**src/rtl/mem_bus_pkg.sv**
```systemverilog
// Shared definitions for the two-master memory bus arbiter.
package mem_bus_pkg;

  // Ownership state: nobody locked, or master 0 / master 1 holding a lock
  typedef enum logic [1:0] {
    IDLE = 2'd0,
    OWN0 = 2'd1,
    OWN1 = 2'd2
  } arb_state_t;

  // Master indices into the request/grant vectors
  localparam int M_PROC = 0;
  localparam int M_DMA  = 1;

  // Default bound on consecutive locked grants
  localparam int DEF_MAX_LOCK = 4;

  // Which masters may be granted in a given ownership state
  function automatic logic [1:0] allow_mask(input arb_state_t st);
    case (st)
      IDLE:    allow_mask = 2'b11;
      OWN0:    allow_mask = 2'b01;
      OWN1:    allow_mask = 2'b10;
      default: allow_mask = 2'b00;
    endcase
  endfunction

endpackage

```
**src/rtl/rr_pick2.sv**
```systemverilog
// Two-way round-robin pick: one-hot grant among eligible requesters,
// tie broken in favour of the master not granted most recently.
module rr_pick2 (
  input  logic [1:0] req,
  input  logic       last,
  input  logic [1:0] allow,
  output logic [1:0] gnt
);

  logic [1:0] elig;

  assign elig = req & allow;

  // On a tie, the master that was not last granted wins
  always_comb begin
    gnt = elig;
    if (elig == 2'b11) begin
      gnt = last ? 2'b01 : 2'b10;
    end
  end

endmodule

```
**src/rtl/mem_bus_arbiter.sv**
```systemverilog
// Arbitrates one single-port synchronous memory between the processor
// core (master 0) and a DMA/debug loader (master 1), with bounded locking.
module mem_bus_arbiter
  import mem_bus_pkg::*;
#(
  parameter int AW       = 16,
  parameter int DW       = 16,
  parameter int MAX_LOCK = DEF_MAX_LOCK
) (
  input  logic          Clock,
  input  logic          Resetn,
  input  logic          m0_req,
  input  logic          m1_req,
  input  logic          m0_lock,
  input  logic          m1_lock,
  input  logic          m0_we,
  input  logic          m1_we,
  input  logic [AW-1:0] m0_addr,
  input  logic [AW-1:0] m1_addr,
  input  logic [DW-1:0] m0_wdata,
  input  logic [DW-1:0] m1_wdata,
  output logic          m0_gnt,
  output logic          m1_gnt,
  output logic          m0_rvalid,
  output logic          m1_rvalid,
  output logic [DW-1:0] m0_rdata,
  output logic [DW-1:0] m1_rdata,
  output logic [AW-1:0] mem_addr,
  output logic [DW-1:0] mem_wdata,
  output logic          mem_we,
  input  logic [DW-1:0] mem_rdata
);

  localparam int CW = $clog2(MAX_LOCK);
  localparam logic [CW-1:0] CNT_LAST = CW'(MAX_LOCK - 1);

  arb_state_t    state_reg, state_next;
  logic          last_reg, last_next;
  logic [CW-1:0] cnt_reg, cnt_next;
  logic [1:0]    rvalid_reg;
  logic [AW-1:0] addr_hold_reg;
  logic [DW-1:0] wdata_hold_reg;

  logic [1:0]    req_vec, we_vec, allow, gnt, rvalid_vec;
  logic          any_gnt, gnt_idx, sel_lock, sel_we;
  logic [AW-1:0] sel_addr;
  logic [DW-1:0] sel_wdata;

  assign req_vec = {m1_req, m0_req};
  assign we_vec  = {m1_we, m0_we};

  // Nobody is eligible while reset is asserted
  assign allow = Resetn ? allow_mask(state_reg) : 2'b00;

  rr_pick2 u_pick (
    .req   (req_vec),
    .last  (last_reg),
    .allow (allow),
    .gnt   (gnt)
  );

  assign any_gnt   = |gnt;
  assign gnt_idx   = gnt[M_DMA];
  assign sel_lock  = gnt_idx ? m1_lock  : m0_lock;
  assign sel_we    = gnt_idx ? m1_we    : m0_we;
  assign sel_addr  = gnt_idx ? m1_addr  : m0_addr;
  assign sel_wdata = gnt_idx ? m1_wdata : m0_wdata;

  assign m0_gnt = gnt[M_PROC];
  assign m1_gnt = gnt[M_DMA];

  // Memory sees the granted master directly; otherwise the held mirror
  assign mem_addr  = any_gnt ? sel_addr  : addr_hold_reg;
  assign mem_wdata = any_gnt ? sel_wdata : wdata_hold_reg;
  assign mem_we    = any_gnt & sel_we;

  // A read in flight is dropped as soon as reset is asserted
  genvar gi;
  generate
    for (gi = 0; gi < 2; gi++) begin : g_rvalid
      assign rvalid_vec[gi] = rvalid_reg[gi] & Resetn;
    end
  endgenerate

  assign m0_rvalid = rvalid_vec[M_PROC];
  assign m1_rvalid = rvalid_vec[M_DMA];
  assign m0_rdata  = mem_rdata;
  assign m1_rdata  = mem_rdata;

  // Next ownership state, lock counter and round-robin pointer
  always_comb begin
    state_next = state_reg;
    cnt_next   = cnt_reg;
    last_next  = last_reg;
    if (any_gnt) begin
      last_next = gnt_idx;
    end
    case (state_reg)
      IDLE: begin
        if (any_gnt && sel_lock) begin
          state_next = gnt_idx ? OWN1 : OWN0;
          cnt_next   = CW'(1);
        end
      end
      OWN0, OWN1: begin
        // Only the owner is eligible, so no grant means the owner let go
        if (any_gnt && sel_lock && (cnt_reg < CNT_LAST)) begin
          cnt_next = cnt_reg + CW'(1);
        end else begin
          state_next = IDLE;
          cnt_next   = '0;
        end
      end
      default: begin
        state_next = IDLE;
        cnt_next   = '0;
      end
    endcase
  end

  // State, read-valid pipeline and memory input mirror
  always_ff @(posedge Clock) begin
    if (!Resetn) begin
      state_reg      <= IDLE;
      last_reg       <= 1'b1;
      cnt_reg        <= '0;
      rvalid_reg     <= 2'b00;
      addr_hold_reg  <= '0;
      wdata_hold_reg <= '0;
    end else begin
      state_reg  <= state_next;
      last_reg   <= last_next;
      cnt_reg    <= cnt_next;
      rvalid_reg <= gnt & ~we_vec;
      if (any_gnt) begin
        addr_hold_reg  <= sel_addr;
        wdata_hold_reg <= sel_wdata;
      end
    end
  end

endmodule

```
**config.mk**
```make
export PLATFORM = sky130hd
export DESIGN_NAME = mem_bus_arbiter
export DESIGN_NICKNAME = d
export VERILOG_FILES = /design/src/rtl/mem_bus_pkg.sv /design/src/rtl/rr_pick2.sv /design/src/rtl/mem_bus_arbiter.sv
export SDC_FILE = /design/constraint.sdc
export NUM_CORES = 1
export LEC_CHECK = 0
export ABC_AREA = 1
export CAP_MARGIN = 15
export CORE_ASPECT_RATIO = 0.5
export CORE_MARGIN = 10
export CORE_UTILIZATION = 32
export CTS_CLUSTER_SIZE = 16
export DETAILED_ROUTE_END_ITERATION = 8
export GPL_TIMING_DRIVEN = 0
export PLACE_DENSITY = 0.77
export SYNTH_ARGS = -nofsm -noshare
export SYNTH_HDL_FRONTEND = slang
export SYNTH_SLANG_ARGS = --single-unit
```
**constraint.sdc**
```tcl
create_clock -name Clock -period 1.5 [get_ports Clock]
set_input_delay 0.15 -clock Clock [delete_from_list [all_inputs] [get_ports Clock]]
set_output_delay 0.15 -clock Clock [all_outputs]
set_load 0.02 [all_outputs]
```
==> run metrics <==
Critical R2R Launch state_reg[1]$_SDFFE_PN0P_; Post-Syn Area per Cell 6.62 um2; fin cells 611; WL final 12900 um; Sw Ratio 41.5%; ys flop type dfxtp_1; Fin Clk Skew about 8.6 ps; Starting DRT DRC Count between 200 and 250; Setup Viol. Count Final 73; slack of the critical path -532 ps; flop-to-flop setup slack -360 ps; Clock Path Buffers 2; hold path cells 4; hold_sp Resetn; Yosys top cell area share 34.4%; DPL Wire Length slightly above 7000 um; Pleak 0.00268 uW; hold_buf cts 0; Clk pin slew, worst setup/hold paths ~60 ps; top area cells in the synthesized netlist dfxtp_1 (34%), nand3_1 (22%), nand2_1 (13%); total congestion overflow 0; H-tree depth 2; placed cell areas 4240 um2; critical path class flip-flop to output port; number of distinct library cells after synthesis 18; Worst setup EP type output port; clock group share of total power 17.1%; #FFs+latches synth 39; Worst-Skew Late Latency 280 ps; die area 11100 um2; drt wl/cell about 21 um; antenna diode count 0; CTS tree yes; Initial DRT Pass Iterations 4; synth warn 0; number of flops mapped to enable cells by yosys 0; I/O Buffers 140; max_cap viols 0; initial antenna violation count 0; post-route setup TNS -22980 ps; count of pins over their slew limit 0; placed cells 575; Final Hold Fails 0; TritonCTS buffer count 5; GPL Wtd Cong around 0.76; HP Class input port to flip-flop; synthesized area ~2300 um2; Max FO, Critical Path 7; Post-route DRC 0; Post-Synthesis Cells 343; design area 5500 um2; Seq/Total Area, Yosys 34.4%; CTS sink cnt 39; cell-internal power 3900 uW; total track usage 18.4%; VDD IR max 0.579 mV; die width 139 um; total core area 6780 um2; sw power 2770 uW; failing checks negative setup slack; Final Core Density a little over 80%; Tcrit/Tclk final 135%; number of routed nets with antenna violations 0; Max transition margin 54.0%; via/cell ratio between 5 and 6; RSZ-0062 raised after global routing yes; count leader, synth nand3_1; # rows 21; P&R area growth vs syn 142%; Synth Net Count 435; # IOs 157; Worst setup SP type flip-flop; share of power burned in registers 20.4%; combinational share of power 62.5%; cells on worst reg2reg path 13; layout cell share with drive strength beyond 1 between 50% and 60%; status finished with violations; initial core utilization between 30% and 40%; pwr dens 1210 nW/um2; Nets 610; Min-Delay Endpoint state_reg[0]$_SDFFE_PN0P_; first-pass GRT wire length 16600 um; critical path required time 1350 ps; FMAX 0.492 GHz; clock root cell clkbuf_16; Synth async-reset ratio 0%; Die Y-Extent 79.6 um; Slew @ Worst Pin 690 ps; crit path DAT 1880 ps; largest net degree at the start of global routing 12; via count 3141; min cycle time layout 2030 ps; post-synth top area cell dfxtp_1; Reg-to-Reg End cnt_reg[0]$_SDFFE_PN0P_; top cells by count, synth nand3_1 (102), nand2_1 (76), inv_1 (45); vias in the first global route 3074
[stage by stage]
step	setup WS, ps	power [uW]	hold slack [ps]
after floorplan	-52.1	3080	221
after global placement	-1080	4130	488
after detailed placement	-1100	4170	510
after CTS	-450	5890	457
after global routing	-596	6930	378
final	-532	6660	364
[worst max-delay path, stage by stage (launching register included)]
cell	delay, ps
dfxtp_4	380
buf_6	120
nor2_4	230
nand2_4	110
nand2_8	150
clkinv_8	110
clkbuf_16	170
nand2_2	80
nand3_4	90
buf_6	140
[what timing repair did]
action                                  4_1_cts  5_1_grt
pin swaps                                    11       14
gates cloned                                  3        4
buffers inserted                             16        7
endpoints found under the setup margin       75       76
resized for setup                           307       97
[final cells by class]
| type | count | area, um2 |
|---|---|---|
| flip-flops and latches | 39 | 788 |
| well taps | 92 | 115 |
| repair inverters | 1 | 11.3 |
| fillers | 347 | 1280 |
| clock buffers | 8 | 156 |
| inverters | 47 | 199 |
| multi-input cells | 206 | 1990 |
| repair buffers | 169 | 1800 |
| plain buffers | 49 | 434 |
[power groups by stage]
stage	Combinational, uW	Clock (uW)	Sequential [uW]
floorplan	1780	0	1300
global placement	2820	0	1310
detailed placement	2860	0	1310
CTS	3440	1130	1320
global route	4360	1190	1370
finish	4160	1140	1360
[cell families after synthesis]
| kind of cell | share of synthesized area, % |
|---|---|
| AND/OR/NAND/NOR | 39.8 |
| flip-flops | 34.4 |
| adder cells (fa/ha/maj) | 2.20 |
| buffers and inverters | 22.4 |
| AO/OA/AOI/OAI | 1.21 |
[layer usage]
layer  GRT usage (%)  wire length (um)
met4            6.31               381
met5               0                 0
met1            18.7              4960
met3            6.71               961
met2            34.7              6640
[cells in the final DEF (no fill, tap or decap), drive strengths merged]
cell           Yosys  final
a21oi              4      4
buf               45    106
clkbuf             6     16
clkdlybuf4s50      0    102
clkinv             0      1
dfxtp             39     39
dlymetal6s2s       0      2
ha                 4      4
inv               47     47
nand2             80     80
nand3            102    102
nand4              3      3
nor2              12     12
o211ai             1      1
[how the worst max path moves through the flow]
stage	startpoint	endpoint	depth (start not counted)
after floorplan	state_reg[1]$_SDFFE_PN0P_	addr_hold_reg[0]$_SDFF_PN0_	10
after global placement	Resetn	mem_wdata[6]	7
after detailed placement	Resetn	mem_wdata[6]	7
after CTS	state_reg[1]$_SDFFE_PN0P_	mem_wdata[6]	8
after global routing	state_reg[1]$_SDFFE_PN0P_	mem_addr[4]	9
final	state_reg[1]$_SDFFE_PN0P_	mem_wdata[11]	9
Note: power is estimated with default switching activity, not from simulation.
